## src/rtl/div_if.sv

```systemverilog
// Execute-stage <-> divider handshake: operands and control in, 64-bit result and ready out.
interface div_if;
  logic        signed_div_i;
  logic [31:0] opdata1_i;
  logic [31:0] opdata2_i;
  logic        start_i;
  logic        annul_i;
  logic [63:0] result_o;
  logic        ready_o;

  modport master (
    output signed_div_i, opdata1_i, opdata2_i, start_i, annul_i,
    input  result_o, ready_o
  );

  modport slave (
    input  signed_div_i, opdata1_i, opdata2_i, start_i, annul_i,
    output result_o, ready_o
  );
endinterface

```

## src/rtl/div.sv

```systemverilog
// Radix-2 restoring 32-bit divider, one quotient bit per cycle; result = {remainder, quotient}.
// Signed mode truncates toward zero and gives the remainder the dividend's sign.
module div (
  input  logic clk,
  input  logic rst,
  div_if.slave bus
);

  localparam logic [1:0] S_FREE   = 2'd0;
  localparam logic [1:0] S_BYZERO = 2'd1;
  localparam logic [1:0] S_ON     = 2'd2;
  localparam logic [1:0] S_END    = 2'd3;

  logic [1:0]  state_q,    state_d;
  logic [5:0]  cnt_q,      cnt_d;
  logic [64:0] dividend_q, dividend_d;
  logic [31:0] divisor_q,  divisor_d;
  logic        n1_q,       n1_d;
  logic        n2_q,       n2_d;
  logic [63:0] result_q,   result_d;
  logic        ready_q,    ready_d;

  logic        sgn;
  logic [31:0] a_abs;
  logic [31:0] b_abs;
  logic [32:0] diff;
  logic [31:0] q_fix;
  logic [31:0] r_fix;

  // The signed flag only matters at load time, so it folds into n1/n2 instead of its own register.
  assign sgn   = bus.signed_div_i;
  assign a_abs = (sgn & bus.opdata1_i[31]) ? -bus.opdata1_i : bus.opdata1_i;
  assign b_abs = (sgn & bus.opdata2_i[31]) ? -bus.opdata2_i : bus.opdata2_i;
  assign diff  = {1'b0, dividend_q[63:32]} - {1'b0, divisor_q};
  assign q_fix = (n1_q ^ n2_q) ? -dividend_q[31:0]  : dividend_q[31:0];
  assign r_fix = n1_q          ? -dividend_q[64:33] : dividend_q[64:33];

  always_comb begin
    // NOTE: every *_d gets a default up front so no path through the case infers a latch.
    state_d    = state_q;
    cnt_d      = cnt_q;
    dividend_d = dividend_q;
    divisor_d  = divisor_q;
    n1_d       = n1_q;
    n2_d       = n2_q;
    result_d   = result_q;
    ready_d    = ready_q;

    case (state_q)
      S_FREE: begin
        if (bus.start_i && !bus.annul_i) begin
          if (bus.opdata2_i == 32'd0) begin
            state_d = S_BYZERO;
          end else begin
            state_d    = S_ON;
            n1_d       = sgn & bus.opdata1_i[31];
            n2_d       = sgn & bus.opdata2_i[31];
            dividend_d = {32'd0, a_abs, 1'b0};
            divisor_d  = b_abs;
            cnt_d      = 6'd0;
          end
        end
      end
      S_BYZERO: begin
        dividend_d = '0;
        state_d    = S_END;
        ready_d    = 1'b1;
        result_d   = '0;
      end
      S_ON: begin
        if (bus.annul_i) begin
          state_d  = S_FREE;
          cnt_d    = 6'd0;
          ready_d  = 1'b0;
          result_d = '0;
        end else if (cnt_q < 6'd32) begin
          // Borrow out of the trial subtraction means the divisor did not fit: shift in a 0.
          if (diff[32]) dividend_d = {dividend_q[63:0], 1'b0};
          else          dividend_d = {diff[31:0], dividend_q[31:0], 1'b1};
          cnt_d = cnt_q + 6'd1;
        end else begin
          result_d = {r_fix, q_fix};
          ready_d  = 1'b1;
          state_d  = S_END;
          cnt_d    = 6'd0;
        end
      end
      S_END: begin
        if (!bus.start_i) begin
          state_d  = S_FREE;
          ready_d  = 1'b0;
          result_d = '0;
        end
      end
      default: state_d = S_FREE;
    endcase
  end

  // NOTE: sequential state uses <= so every register samples the pre-edge values of the others.
  always_ff @(posedge clk) begin
    if (rst) begin
      state_q  <= S_FREE;
      cnt_q    <= 6'd0;
      result_q <= '0;
      ready_q  <= 1'b0;
    end else begin
      state_q  <= state_d;
      cnt_q    <= cnt_d;
      result_q <= result_d;
      ready_q  <= ready_d;
    end
  end

  // NOTE: datapath registers are left unreset; they are always reloaded before use in FREE.
  always_ff @(posedge clk) begin
    dividend_q <= dividend_d;
    divisor_q  <= divisor_d;
    n1_q       <= n1_d;
    n2_q       <= n2_d;
  end

  assign bus.result_o = result_q;
  assign bus.ready_o  = ready_q;

endmodule

```

## src/flat_wrapper.sv

```systemverilog
// flat-port wrapper written by rule: the top's interface ports become plain ports
module div_flat 
  (clk, rst, bus_signed_div_i, bus_opdata1_i, bus_opdata2_i, bus_start_i, bus_annul_i, bus_result_o, bus_ready_o);
  div_if bus_i ();
  input  logic clk;
  input  logic rst;
  input wire logic [$bits(bus_i.signed_div_i)-1:0] bus_signed_div_i;
  input wire logic [$bits(bus_i.opdata1_i)-1:0] bus_opdata1_i;
  input wire logic [$bits(bus_i.opdata2_i)-1:0] bus_opdata2_i;
  input wire logic [$bits(bus_i.start_i)-1:0] bus_start_i;
  input wire logic [$bits(bus_i.annul_i)-1:0] bus_annul_i;
  output wire logic [$bits(bus_i.result_o)-1:0] bus_result_o;
  output wire logic [$bits(bus_i.ready_o)-1:0] bus_ready_o;
  assign bus_i.signed_div_i = bus_signed_div_i;
  assign bus_i.opdata1_i = bus_opdata1_i;
  assign bus_i.opdata2_i = bus_opdata2_i;
  assign bus_i.start_i = bus_start_i;
  assign bus_i.annul_i = bus_annul_i;
  assign bus_result_o = bus_i.result_o;
  assign bus_ready_o = bus_i.ready_o;
  div u_core (.clk(clk), .rst(rst), .bus(bus_i));
endmodule
```

## config.mk

```make
export PLATFORM = sky130hd
export DESIGN_NAME = div_flat
export DESIGN_NICKNAME = d
export VERILOG_FILES = /design/src/rtl/div_if.sv /design/src/rtl/div.sv /design/src/flat_wrapper.sv
export SDC_FILE = /design/constraint.sdc
export NUM_CORES = 1
export LEC_CHECK = 0
export ABC_AREA = 1
export CAP_MARGIN = 20
export CELL_PAD_IN_SITES_DETAIL_PLACEMENT = 0
export CELL_PAD_IN_SITES_GLOBAL_PLACEMENT = 1
export CORE_ASPECT_RATIO = 0.6
export CORE_UTILIZATION = 45
export CTS_CLUSTER_SIZE = 20
export DETAILED_ROUTE_END_ITERATION = 6
export PLACE_DENSITY_LB_ADDON = 0.1
export SYNTH_ARGS = -nofsm -noshare
export SYNTH_HDL_FRONTEND = slang
export SYNTH_SLANG_ARGS = --single-unit
```

## constraint.sdc

```tcl
create_clock -name clk -period 11.07 [get_ports clk]
set_input_delay 2.214 -clock clk [delete_from_list [all_inputs] [get_ports clk]]
set_output_delay 2.214 -clock clk [all_outputs]
set_load 0.1 [all_outputs]
```

==> results_dict.tcl <==
set metrics [dict create \
    reg2reg_to "u_core.dividend_q[64]$_DFFE_PP_" \
    cp-start-kind "primary input" \
    fin_crit_ns 4.82 \
    status "completed" \
    arrival_ns 4.91 \
    crit_chain "clkdlybuf4s50_1 > inv_1 > ha_1 > nand3_1 > nor2_2 > nand2_1 > nor2_1 > nand2_1 > o2111ai_1 > a21oi_4 > buf_12 > buf_4" \
    finalCritPeriodShare 0.435 \
    rrSetupSlack_ns 7.26 \
    ys_warn_count 0 \
    worst_path_max_delay_cell "clkdlybuf4s50_1" \
    slew_viol_final 0 \
    reg2reg_from "u_core.state_q[0]$_SDFFE_PP0P_" \
    clkLatencyLatePin_ns 0.45 \
    hold_viol_final 0 \
    worstSetupPathDepth 12 \
    die_x_um 218 \
    final_cell_mix "550 x nand2_1, 286 x inv_1, 196 x nor2_1, 171 x nand3_1, 132 x clkdlybuf4s50_1" \
    max_freq_mhz 207 \
    remaining_drc_errors 0 \
    synth-seq-cells 172 \
    avgSynthCellArea_um2 6.66 \
    routed_wirelength_um 41600 \
    placementRows 46 \
    synthCells 1885 \
    cp_common_cell "nand2_1" \
    finalClockSkew_ns 0.0103 \
    synth_fp_nets 1998 \
    dp.final_hpwl_um 33100 \
    drtAntennaViolNets 0 \
    irDropWorstVdd_v 0.000147 \
    worst-path-buf-inv 4 \
    cts.reportedPaths.clkPinSlew_ns 0.07 \
    fin_nets 2108 \
    slew_headroom 0.301 \
    clock-sinks 172 \
    portBuffers 133 \
    cts_tree "built" \
    leakagePower_uw 0.00661 \
    crit_type "primary input to register" \
    grt_pass1_vias 10900 \
    cp.required_ns 11.16 \
    hold_path.class "register to register" \
    place_ws_ns 5.31 \
    drtIter0Drc 1599 \
    post_cts_buffers 0 \
    grt_pass1_wl_um 63800 \
    coreArea_um2 26900 \
    rsz0062_at_grt "false" \
    gr-total-overflow 0 \
    nFillCells 2739 \
    ys_seq_area_frac 0.353 \
    yosysUniqueCellTypes 51 \
    setup_viol 0 \
    cts_hold_buf 0 \
    ios 134 \
    ys_async_sr_fraction 0 \
    worstHoldStart "u_core.bus.result_o[14]$_SDFFE_PP0P_" \
    cts_max_level 4 \
    grt.total_usage 0.293 \
    critical-path-top-delay-family "buffers and inverters" \
    area_growth_pct 17.2 \
    die-area_um2 28600 \
    grt_max_degree 73 \
    final_common_cell "nand2_1" \
    diodes 0 \
    maxCapViolations 0 \
    layout.cells.non_filler 2368 \
    post_drt_wl_per_cell_um 17.6 \
    ff2ff_path_depth 9 \
    tns_ns 0 \
    synth_edf_count 99 \
    start_util 0.466 \
    avgViaCountPerCell 5.31 \
    utilization 0.546 \
    fin_ws_ns 6.25 \
    holdPathEnd "u_core.bus.result_o[14]$_SDFFE_PP0P_" \
    power_uw 3660 \
    max_stage_delay_ns 0.51 \
    dp.cells 2335 \
    place.gp.congestion 1.02 \
    worstMarginPinSlew_ns 1.04 \
    netlist_area_um2 12600 \
    numCtsBuffers 17 \
    critPathCaptureType "register" \
    startpoint "bus_opdata2_i[0]" \
    drive_gt1_frac 0.0438 \
    power_per_cell_area_nw_per_um2 249 \
    synth-main-ff-cell "edfxtp_1" \
    cts_resized 0 \
    clk_root_buffer_cell "clkbuf_16" \
    vias 12600 \
    die_y_um 131 \
    cts_buffer_depth 2 \
    cp_max_fo 32 \
    holdPathStages 2 \
    first_pass_iters 7 \
    antenna_found_initial 0 \
]
==> power by group <==
group / total (µW) / internal, µW / leakage, µW / switching (µW)
combinational: 1980 / 557 / 0.00478 / 1420
sequential: 1100 / 918 / 0.00155 / 186
clock: 582 / 319 / 0.000284 / 264
total: 3660 / 1790 / 0.00661 / 1870
==> cell families after synthesis <==
family / count (synthesis) / synth area share
buffers and inverters: 346 / 0.111
AO/OA/AOI/OAI: 260 / 0.113
AND/OR/NAND/NOR: 1006 / 0.340
flip-flops: 172 / 0.353
XOR/XNOR: 57 / 0.0397
adder cells (fa/ha/maj): 44 / 0.0444
==> cells in the mapped netlist (2+ instances only) <==
library cell	count	share of area
nor2_1	196	0.059
o21bai_1	9	0.0054
a21oi_1	125	0.050
o32ai_1	3	0.0021
buf_1	3	0.00090
edfxtp_1	99	0.24
nor4_1	5	0.0025
nand3_2	6	0.0048
nand4_1	23	0.011
nand2_2	8	0.0040
or2_2	7	0.0035
nor2_2	6	0.0030
inv_1	286	0.085
buf_8	2	0.0024
xnor2_1	14	0.0098
o22ai_1	13	0.0065
and2_1	2	0.0010
buf_6	3	0.0027
nor3_1	14	0.0056
nand2_1	550	0.16
o21ai_0	71	0.028
nand3_1	171	0.068
inv_2	8	0.0024
clkbuf_1	25	0.0075
buf_4	3	0.0018
dfxtp_1	73	0.12
o31ai_1	6	0.0036
nand3b_1	8	0.0048
a21oi_2	3	0.0021
nor3_2	4	0.0032
buf_2	13	0.0052
o21ai_1	18	0.0072
nand2_4	3	0.0027
ha_1	43	0.043
xor2_1	43	0.030
o211ai_1	4	0.0024
==> area by class of cell <==
type | instances | area [µm²] | share of cell area
Multi-Input combinational cell | 1367 | 6760 | 0.460
Clock inverter | 9 | 55.1 | 0.00374
Timing Repair Buffer | 142 | 1410 | 0.0956
Sequential cell | 172 | 4430 | 0.301
Clock buffer | 23 | 499 | 0.0339
Inverter | 295 | 1110 | 0.0753
Tap cell | 360 | 450 | 0.0306
==> worst reg2reg max path: stages (launching register included) <==
cell and delay, ns:
dfxtp_1 0.38, inv_1 0.10, ha_1 0.60, nand2_1 0.16
buf_4 0.40, clkinv_1 0.95, nand2_2 0.60, o21ai_0 0.15
nand2_1 0.16, inv_1 0.07
==> flip-flops by register name, summed over array words and instances, names as in the netlist <==
register / count
u_core.cnt_q: 6
u_core.n1_q: 1
u_core.n2_q: 1
u_core.state_q: 2
u_core.bus.ready_o: 1
u_core.dividend_q: 65
u_core.divisor_q: 32
u_core.bus.result_o: 64
==> worst max-delay path by stage <==
| stage | end |
|---|---|
| final | u_core.dividend_q[14]$_DFFE_PP_ |
| after global routing | u_core.dividend_q[30]$_DFFE_PP_ |
| after CTS | u_core.dividend_q[14]$_DFFE_PP_ |
| after detailed placement | u_core.dividend_q[8]$_DFFE_PP_ |
| after global placement | u_core.dividend_q[6]$_DFFE_PP_ |
| after floorplan | u_core.dividend_q[0]$_DFFE_PP_ |
==> layer usage <==
layer | GRT usage | vias up | part of all wire
met5 | 0 | - | 0
met4 | 0.0489 | 0 | 0.0064
met3 | 0.0757 | 20 | 0.11
met2 | 0.354 | 500 | 0.35
met1 | 0.496 | 5754 | 0.54
li1 | - | 6306 | -
==> metrics by stage <==
stage               cell area [µm²]  hold slack (ns)
detailed placement            14100            0.457
floorplan                     12600            0.470
CTS                           14700            0.467
finish                        14700            0.464
global placement              14100            0.452
global route                  14700            0.486
(Power assumes the default switching activity.)
